File: config.mk
export PLATFORM = sky130hd
export DESIGN_NAME = rx_frame_assembler
export DESIGN_NICKNAME = d
export VERILOG_FILES = /design/src/rtl/rx_frame_assembler_pkg.sv /design/src/rtl/rx_frame_assembler_bit_packer.sv /design/src/rtl/rx_frame_assembler.sv
export SDC_FILE = /design/constraint.sdc
export NUM_CORES = 1
export LEC_CHECK = 0
export CAP_MARGIN = 20
export CORE_ASPECT_RATIO = 2
export CORE_UTILIZATION = 40
export DETAILED_ROUTE_END_ITERATION = 7
export PLACE_DENSITY = 0.63
export SYNTH_ARGS = -nofsm -noshare
export SYNTH_HDL_FRONTEND = slang
export SYNTH_HIERARCHICAL = 1
export SYNTH_SLANG_ARGS = --single-unit
export TNS_END_PERCENT = 100
File: constraint.sdc
create_clock -name clk -period 3.76 [get_ports clk]
set_input_delay 0.376 -clock clk [delete_from_list [all_inputs] [get_ports clk]]
set_output_delay 0.376 -clock clk [all_outputs]
set_load 0.02 [all_outputs]
File: src/rtl/rx_frame_assembler_pkg.sv
// Shared constants for the receive frame assembler: decoder frame geometry,
// per-rate frame lengths and the decoder handshake state encoding.
package rx_frame_assembler_pkg;

  // Decoder frame port width.
  localparam int DEC_FRAME_W = 16;

  // Width of the shift-stage bit counter (holds 0..16).
  localparam int CNT_BITS = 5;

  // Frame lengths in coded bits.
  localparam logic [CNT_BITS-1:0] LEN_R12 = 5'd16;  // rate 1/2
  localparam logic [CNT_BITS-1:0] LEN_R13 = 5'd15;  // rate 1/3

  // Decoder handshake states.
  localparam logic [0:0] ST_IDLE = 1'b0;
  localparam logic [0:0] ST_RUN  = 1'b1;

  // Frame length selected by the code-rate input (0 = 1/2, 1 = 1/3).
  function automatic logic [CNT_BITS-1:0] frame_len(input logic code_rate);
    return code_rate ? LEN_R13 : LEN_R12;
  endfunction

endpackage

File: src/rtl/rx_frame_assembler_bit_packer.sv
// Shift stage of the receive frame assembler. Packs coded bits MSB-first
// into a frame of LEN bits (LEN latched on the first bit), pads with zeros
// on flush, and reports when a complete frame is available for hand-off.
module rx_frame_assembler_bit_packer
  import rx_frame_assembler_pkg::*;
(
  input  logic                   clk,
  input  logic                   rst,
  input  logic                   code_rate,
  input  logic                   data_bit,
  input  logic                   valid,
  input  logic                   flush,
  input  logic                   clear,
  output logic                   ready,
  output logic                   avail,
  output logic                   busy,
  output logic [DEC_FRAME_W-1:0] frame_next
);

  logic [CNT_BITS-1:0]    count;
  logic [CNT_BITS-1:0]    len_q;
  logic [CNT_BITS-1:0]    len_eff;
  logic [CNT_BITS-1:0]    cnt_acc;
  logic [CNT_BITS-1:0]    cnt_nxt;
  logic [DEC_FRAME_W-1:0] sreg;
  logic [3:0]             wr_idx;
  logic                   full_q;
  logic                   accept;

  // A stage holding LEN bits (received or padded) is full and refuses bits.
  // count is never 0 when it equals len_q, since len_q is 15 or 16.
  assign full_q = (count == len_q);
  assign ready  = ~full_q;
  assign accept = valid & ~full_q;
  assign busy   = (count != '0);

  // The length of a new frame comes straight from the rate input; once the
  // first bit is in, the latched value governs and rate changes are ignored.
  assign len_eff = (count == '0) ? frame_len(code_rate) : len_q;
  assign cnt_acc = accept ? (count + CNT_BITS'(1)) : count;

  // A frame may leave this stage when it is already full, or on the very
  // edge its last bit arrives (bypass straight into the hold stage).
  assign avail = full_q | (accept & (cnt_acc == len_eff));

  // Next shift-register contents: the first bit of a frame wipes the old
  // frame so unfilled low bits (and bit 15 at rate 1/3) read as zero.
  always_comb begin
    // NOTE: every signal driven here gets a default first so no path leaves it unassigned and no latch is inferred.
    wr_idx     = 4'(len_eff - CNT_BITS'(1) - count);
    frame_next = sreg;
    if (accept) begin
      if (count == '0) begin
        frame_next = '0;
      end
      frame_next[wr_idx] = data_bit;
    end
  end

  // Next bit count: hand-off empties the stage; a flush of a partial frame
  // (after any bit accepted on the same edge) marks it full, zero-padded.
  always_comb begin
    cnt_nxt = cnt_acc;
    if (clear) begin
      cnt_nxt = '0;
    end else if (flush && (cnt_acc != '0) && (cnt_acc < len_eff)) begin
      cnt_nxt = len_eff;
    end
  end

  // Shift-stage state registers.
  always_ff @(posedge clk) begin
    // NOTE: sequential state uses non-blocking assignments so every register samples pre-edge values.
    if (!rst) begin
      count <= '0;
      len_q <= LEN_R12;
      sreg  <= '0;
    end else begin
      count <= cnt_nxt;
      sreg  <= frame_next;
      if (accept && (count == '0)) begin
        len_q <= len_eff;
      end
    end
  end

endmodule

File: src/rtl/rx_frame_assembler.sv
// Receive frame assembler: feeds the Viterbi decoder with 16-bit frames
// packed from a serial coded-bit stream. A shift stage fills the next frame
// while the hold stage presents the current one to the decoder until done.
module rx_frame_assembler
  import rx_frame_assembler_pkg::*;
#(
  parameter int FRAME_W = DEC_FRAME_W,
  parameter int CNT_W   = 8
) (
  input  logic               clk,
  input  logic               rst,
  input  logic               i_code_rate,
  input  logic               i_bit,
  input  logic               i_valid,
  output logic               o_ready,
  input  logic               i_flush,
  input  logic               i_dec_done,
  output logic               o_dec_en,
  output logic [FRAME_W-1:0] o_frame,
  output logic [CNT_W-1:0]   o_frame_cnt,
  output logic               o_busy
);

  logic [DEC_FRAME_W-1:0] frame_next;
  logic [DEC_FRAME_W-1:0] hold;
  logic                   hold_valid;
  logic [0:0]             state;
  logic                   avail;
  logic                   load;
  logic                   pk_busy;
  logic                   run;

  // A ready frame moves to hold only when hold is empty. hold_valid clears
  // on the done edge, so a waiting frame transfers on the edge after done.
  assign load = avail & ~hold_valid;
  assign run  = (state == ST_RUN);

  rx_frame_assembler_bit_packer u_packer (
    .clk        (clk),
    .rst        (rst),
    .code_rate  (i_code_rate),
    .data_bit   (i_bit),
    .valid      (i_valid),
    .flush      (i_flush),
    .clear      (load),
    .ready      (o_ready),
    .avail      (avail),
    .busy       (pk_busy),
    .frame_next (frame_next)
  );

  // Hold register: captured only on load, so it stays stable through RUN.
  always_ff @(posedge clk) begin
    // NOTE: hold is reset (not left undefined) because the decoder-facing frame must read zero after reset.
    if (!rst) begin
      hold <= '0;
    end else if (load) begin
      hold <= frame_next;
    end
  end

  // Decoder handshake: enable follows a loaded hold by one cycle and drops,
  // together with hold_valid, on the edge that samples done.
  always_ff @(posedge clk) begin
    if (!rst) begin
      state      <= ST_IDLE;
      hold_valid <= 1'b0;
    end else begin
      if (load) begin
        hold_valid <= 1'b1;
      end else if (run && i_dec_done) begin
        hold_valid <= 1'b0;
      end
      case (state)
        ST_IDLE: if (hold_valid) state <= ST_RUN;
        ST_RUN:  if (i_dec_done) state <= ST_IDLE;
        default: state <= ST_IDLE;
      endcase
    end
  end

  // Count of frames handed to the decoder, wrapping at 2^CNT_W.
  always_ff @(posedge clk) begin
    if (!rst) begin
      o_frame_cnt <= '0;
    end else if (load) begin
      o_frame_cnt <= o_frame_cnt + CNT_W'(1);
    end
  end

  assign o_dec_en = run;
  assign o_frame  = FRAME_W'(hold);
  assign o_busy   = pk_busy | hold_valid | run;

endmodule

## After elaboration in Yosys (flattened, before gate mapping)

Index checks and enable logic that the tools add are counted.

| word-level totals | value |
|---|---|
| register bits after elaboration | 52 |
| bits of input ports | 7 |
| output and inout bits | 27 |
| word-level logic and storage cells | 51 |

| operators by class | value |
|---|---|
| add/sub/neg operators | 4 |
| $lt $le $gt $ge | 3 |
| eq/ne operators | 2 |
| muxes and demuxes | 15 |
| bitwise operators | 10 |
| reduce and logical (&&, ||, !) cells | 10 |

Operator list:

| cell | number |
|---|---|
| 2-to-1 mux 16 bit | 3 |
| 2-to-1 mux 5 bit | 4 |
| bitwise mux 16 bit | 1 |
| == test 5 bit | 2 |
| nonzero test 5 bit | 2 |
| adder 8 x 1 -> 8 bit, second input constant | 1 |
| adder 5 x 1 -> 5 bit, second input constant | 1 |
| logical AND 1 bit | 5 |
| zero test 5 bit | 1 |
| < comparator 4 x 5 -> 1 bit, second input constant | 1 |
| < comparator 5 bit | 1 |
| 2-to-1 mux 1 bit | 5 |
| demux 1 bit (select 4 bit) | 1 |
| >= comparator 4 x 1 -> 1 bit, second input constant | 1 |
| NOT 1 bit | 4 |
| subtractor 4 x 1 -> 4 bit, second input constant | 1 |
| subtractor 4 bit | 1 |
| bitwise AND 1 bit | 3 |
| OR 1 bit | 3 |
| one-hot mux 1 bit (2 select lines) | 1 |
| nonzero test 2 bit | 1 |
| OR reduction 2 bit | 1 |

## Logic depth before layout (Yosys ltp)

Gate-level depths: netlist of the first run.

| logic depth | value |
|---|---|
| depth in word-level cells | 10 |
| mapped depth | 15 |
| mapped depth without buffers | 15 |

## Modules after synthesis

The synthesis of the first run kept the hierarchy.

By module, submodules not included:

| module | times used | cells an instance | area each (um^2) | seq. area each (um^2) |
|---|---|---|---|---|
| rx_frame_assembler_bit_packer | 1 | 195 | 1,739.2 | 520.5 |
| rx_frame_assembler | 1 | 122 | 1,028.5 | 520.5 |

## Worst setup path before layout of the first run

OpenSTA, ideal clock, no wires.

| path | value |
|---|---|
| kind | reg2reg |
| start point | register u_packer.count[1] |
| end point | register u_packer.sreg[13] |
| library setup time | 115 ps |
| data arrival time | 3,147 ps |
| data required time | 3,645 ps |
| setup slack | 498 ps |
| stages on the path, launching flop included | 14 |
| buffers on the path | 0 |
| period minus slack after synthesis | 3,262 ps |
| cells stage by stage | dfxtp_1 > inv_1 > ha_1 > nor4b_2 > inv_1 > a21oi_1 > inv_1 > ha_1 > a21o_1 > a21oi_1 > xnor3_1 > o311ai_0 > o21ai_0 > and2_1 |

| between the ends | value |
|---|---|
| longest elaborated chain between the ends | 10 |
| elaborated cells between the ends (all ways) | 16 |
| those cells by class | 2 x add/sub; 2 x order compare; 1 x eq/ne; 7 x mux; 2 x bitwise; 2 x reduce/logical |

RTL lines:

| what | line | source |
|---|---|---|
| start: declaration | rx_frame_assembler_bit_packer.sv:20 | `logic [CNT_BITS-1:0] count;` |
| start signal: assignment | rx_frame_assembler_bit_packer.sv:79 | `count <= cnt_nxt;` |
| zero test 5 bit (*) | rx_frame_assembler_bit_packer.sv:39 | `assign len_eff = (count == '0) ? frame_len(code_rate) : len_q;` |
| 2-to-1 mux 5 bit (*) | rx_frame_assembler_bit_packer.sv:39 |  |
| net u_packer.len_eff[1] | rx_frame_assembler_bit_packer.sv:22 | `logic [CNT_BITS-1:0] len_eff;` |
| subtractor 4 x 1 -> 4 bit (*) | rx_frame_assembler_bit_packer.sv:50 | `wr_idx = 4'(len_eff - CNT_BITS'(1) - count);` |
| subtractor 4 bit (*) | rx_frame_assembler_bit_packer.sv:50 |  |
| < comparator 4 x 5 -> 1 bit (implied by the code) / >= comparator 4 x 1 -> 1 bit (equally long branches) | rx_frame_assembler_bit_packer.sv:56 | `frame_next[wr_idx] = data_bit;` |
| logical AND 1 bit (implied by the code) | rx_frame_assembler_bit_packer.sv:56 |  |
| 2-to-1 mux 1 bit (implied by the code) | rx_frame_assembler_bit_packer.sv:56 |  |
| demux 1 bit (select 4 bit) (*) | - |  |
| bitwise mux 16 bit (*) | rx_frame_assembler_bit_packer.sv:56 |  |
| 2-to-1 mux 16 bit (*) | rx_frame_assembler_bit_packer.sv:52 | `if (accept) begin` |
| net frame_next[13] | rx_frame_assembler.sv:24 | `logic [DEC_FRAME_W-1:0] frame_next;` |
| end signal: assignment | rx_frame_assembler_bit_packer.sv:80 | `sreg <= frame_next;` |
| end: declaration | rx_frame_assembler_bit_packer.sv:25 | `logic [DEC_FRAME_W-1:0] sreg;` |

Mark *: on every way through the listed nets, which the timed path passes. The rest lies on a longest branch. The select of a mux whose other input is x is not followed.
A chain may end at the register's enable or synchronous reset.

## Worst setup path in the final report of the first run

| path | value |
|---|---|
| start point | register u_packer.count[1] |
| end point | register u_packer.sreg[7] |

The elaborated chain is that of the path after synthesis.

==> qor.csv, run 1 <==
stage,metric,value,unit
die,num_rows,42,
routing,drt_iter0_drc,66,
cts,cts_buffers,5,
sta,setup_viol,0,
sta,clock.fmax,0.281,GHz
sta,setup-tns-final,0,ns
yosys,synth-compound-area-share,19.3,%
power,p_leak,1.27,nW
power,p_int,1.75,mW
sta,period_minus_slack,3.56,ns
yosys,avgSynthCellArea,8.73,um2
yosys,synth_common_cells,"nand2_1, dfxtp_1, a21oi_1, o21ai_0, and2_1",
cts,cts-root-buf,clkbuf_16,
yosys,synth_edf_count,0,
worst_setup_path,worstPathCellList,inv_1 > ha_1 > nor4b_2 > buf_4 > inv_1 > nand2_1 > nand2_1 > ha_1 > fa_1 > xor2_1 > o211ai_1 > o311ai_0 > o21ai_0 > and2_1,
yosys,synth.yosys.seq_area_share,37.6,%
global_routing,grt_pass1_wl,12200,um
routing,wire_per_inst,17.0,um
global_routing,antenna_found_initial,0,
cts,cts_htree_levels,2,
yosys,ys_seq_elements,52,
cts,cts.sinks,52,
worst_setup_path,path_max_fanout,8,
cts,cts_buffer_depth,2,
power,p_sw_share,46.3,%
power,power.density,956,mW/mm2
yosys,synthFlopType,dfxtp_1,
global_routing,grt.overflow.total,0,
yosys,synth_xor_area_share,7.37,%
sta,hold_viol_final,0,
die,io_pins,34,
worst_setup_path,cp_data_required_time,3.94,ns
die,die_area,0.00728,mm2
routing,firstDrtPassIters,4,
worst_setup_path,start_kind,register,
cells_and_area,area_growth,22.8,%
sta,tightest_slew,0.825,ns
power,switching_power,1.50,mW
yosys,synth_top_family_by_area,simple AND/OR/NAND/NOR gates,
power,finalPower,3.25,mW
sta,max_slew_margin,44.8,%
yosys,synth_top_area_share,37.6,%
yosys,synth_area_leaders,"dfxtp_1, nand2_1, a21oi_1",
worst_setup_path,arrival,3.74,ns
sta,slew_viol_final,0,
global_routing,grt_max_degree,29,
power,ir_drop,0.557,mV
routing,drc,0,
routing,wirelength,7540,um
yosys,synth_area,0.00277,mm2
yosys,synth-simple-area-share,23.1,%
sta,finalCritPeriodShare,94.6,%
die,die_h,120,um
cts,cts_hold_buf,0,
routing,vias_per_cell,5.43,
run_status,status,finished clean,
worst_hold_path,worstHoldPathType,register to register,
place,place.detailed.hpwl,5860,um
routing,dr_total_vias,2405,
yosys,ys_types,45,
worst_setup_path,cp.buffers_inverters,3,
worst_setup_path,cpMaxStageDelayCell,fa_1,
power,pwr-share-comb,61.4,%
yosys,synth_cells,317,
die,initial_utilization,41.5,%
global_routing,grt_pass1_vias,2458,
cells_and_area,drive_gt1_share,10.1,%
die,die_x,60.8,um
job,maxCapViolations,0,
place,globalplace.congestion,0.948,
sta,final.setup_skew,0.00404,ns
yosys,synthAdderAreaFrac,5.70,%
yosys,syn_nets,336,
worst_setup_path,cp_top_family,compound AO/OA/AOI/OAI gates,
cells_and_area,fin_nets,373,
power,seq_power_share,23.0,%
routing,ant_nets,0,
yosys,synthArstFlopShare,0,%
cts,cts_tree,built,
die,design.core.area,0.00667,mm2
worst_setup_path,crit_type,register to register,
power,clkPwrFrac,15.7,%
cts,clkTransAtPathRegs,0.06,ns
yosys,synth_mux_area_share,2.31,%
yosys,ys_warn_count,6,
yosys,synth_most_common_cell,nand2_1,
cts,clk_latency,0.29,ns
yosys,yosysTopAreaCell,dfxtp_1,
worst_setup_path,cp_slowest_stage_delay,0.44,ns
worst_setup_path,endpoint_kind,register,
place,io_buffers,33,
global_routing,grtUsageTotal,23.0,%
cells_and_area,diodes,0,
## worst paths after layout
kind | from | endpoint | slack [ns] | depth (start not counted)
worst max register to register | u_packer/count[1] | u_packer/sreg[7] | 0.20 | 14
worst min-delay path | o_frame[4] | o_frame[4] | 0.46 | 2
worst min register to register | o_frame[4] | o_frame[4] | 0.46 | 2
worst max-delay path | u_packer/count[1] | u_packer/sreg[7] | 0.20 | 14
## flip-flops by register name (all words and copies together) (netlist names)
name and count:
hold_valid 1, o_dec_en 1, o_frame 16, o_frame_cnt 8
u_packer/count 5, u_packer/len_q 5, u_packer/sreg 16
## metrics by stage
| step | std cells | instance area [um2] | worst slack (ns) | util (%) | hold slack, ns |
|---|---|---|---|---|---|
| after floorplan | 317 | 2770 | 0.498 | - | 0.469 |
| after global placement | 433 | 3210 | 0.384 | 48.1 | 0.446 |
| after detailed placement | 433 | 3210 | 0.286 | 48.1 | 0.448 |
| after CTS | 441 | 3370 | 0.262 | 50.5 | 0.458 |
| after global routing | 443 | 3400 | -0.0334 | 50.9 | 0.476 |
| final | 443 | 3400 | 0.202 | 50.9 | 0.458 |
## power by group through the flow
stage | clock network [mW] | logic (mW) | registers (mW)
final | 0.509 | 2.00 | 0.746
after global routing | 0.536 | 2.18 | 0.754
after CTS | 0.520 | 1.89 | 0.745
after detailed placement | 0 | 1.88 | 0.757
after global placement | 0 | 1.86 | 0.757
after floorplan | 0 | 1.34 | 0.723
## final cells by class
type | count | area, um2
clock inverters | 2 | 35.0
fillers | 679 | 3280
inverters | 14 | 52.6
well taps | 88 | 110
multi-input cells | 236 | 1610
repair buffers | 45 | 420
flip-flops and latches | 52 | 1040
clock buffers | 6 | 129
## logic make-up after synthesis
kind of cell	count (synthesis)
xor+xnor	17
mux	6
compound gates	83
simple gates	118
flops	52
buf+inv	29
fa+ha+maj	12
## layer usage
| metal | global-route usage [%] | vias to the layer above | wire, um |
|---|---|---|---|
| li1 | - | 1188 | - |
| met1 | 22.7 | 1126 | 2690 |
| met2 | 41.6 | 65 | 4230 |
| met3 | 3.13 | 26 | 204 |
| met4 | 15.5 | 0 | 415 |
| met5 | 0 | - | 0 |
## what timing repair did
| action | in CTS | in global routing |
|---|---|---|
| endpoints found under the hold margin | 0 | 0 |
| endpoints found under the setup margin | 0 | 19 |
| setup buffers | 0 | 2 |
| resized for setup | 0 | 6 |
## worst reg2reg max path, cell delays in order (launching register included)
cell	delay (ns)
dfxtp_1	0.36
inv_1	0.17
ha_1	0.17
nor4b_2	0.18
buf_4	0.18
inv_1	0.11
nand2_1	0.08
nand2_1	0.11
ha_1	0.25
fa_1	0.44
xor2_1	0.28
o211ai_1	0.31
o311ai_0	0.41
o21ai_0	0.20
and2_1	0.19
## placed cells by master, fill, tap and decap left out, types with 2 or more instances in the layout
cell,count
a21oi_2,2
nand2b_1,5
xnor2_1,9
nand3_1,7
nor2b_1,2
nand2_1,56
xnor3_1,3
o21ai_0,22
a21boi_0,4
or3_1,5
buf_4,12
mux2i_1,3
ha_1,11
mux2_2,3
clkdlybuf4s50_1,33
nor2_1,7
xor2_1,3
nand4_1,3
a21o_1,2
o21ai_1,3
o311ai_1,3
clkbuf_16,5
a21oi_1,28
inv_1,14
nor3b_2,2
and2_1,18
and3_1,2
o311ai_0,13
dfxtp_1,52
o211ai_1,3
(Power assumes the default switching activity.)
==> run 2: changes to the inputs <==
--- a/config.mk
+++ b/config.mk
@@ -10,6 +10,7 @@
 export CORE_UTILIZATION = 40
 export DETAILED_ROUTE_END_ITERATION = 7
 export PLACE_DENSITY = 0.63
+export SLEW_MARGIN = 10
 export SYNTH_ARGS = -nofsm -noshare
 export SYNTH_HDL_FRONTEND = slang
 export SYNTH_HIERARCHICAL = 1
==> results of run 2 <==
Same layout as run 1: the final DEF is identical, and so are final timing and power.
==> run 3: changes to the inputs <==
--- a/config.mk
+++ b/config.mk
@@ -8,6 +8,7 @@
 export CAP_MARGIN = 20
 export CORE_ASPECT_RATIO = 2
 export CORE_UTILIZATION = 40
+export CTS_CLUSTER_SIZE = 20
 export DETAILED_ROUTE_END_ITERATION = 7
 export PLACE_DENSITY = 0.63
 export SLEW_MARGIN = 10
==> results of run 3 <==
Same layout as run 1: the final DEF is identical, and so are final timing and power.
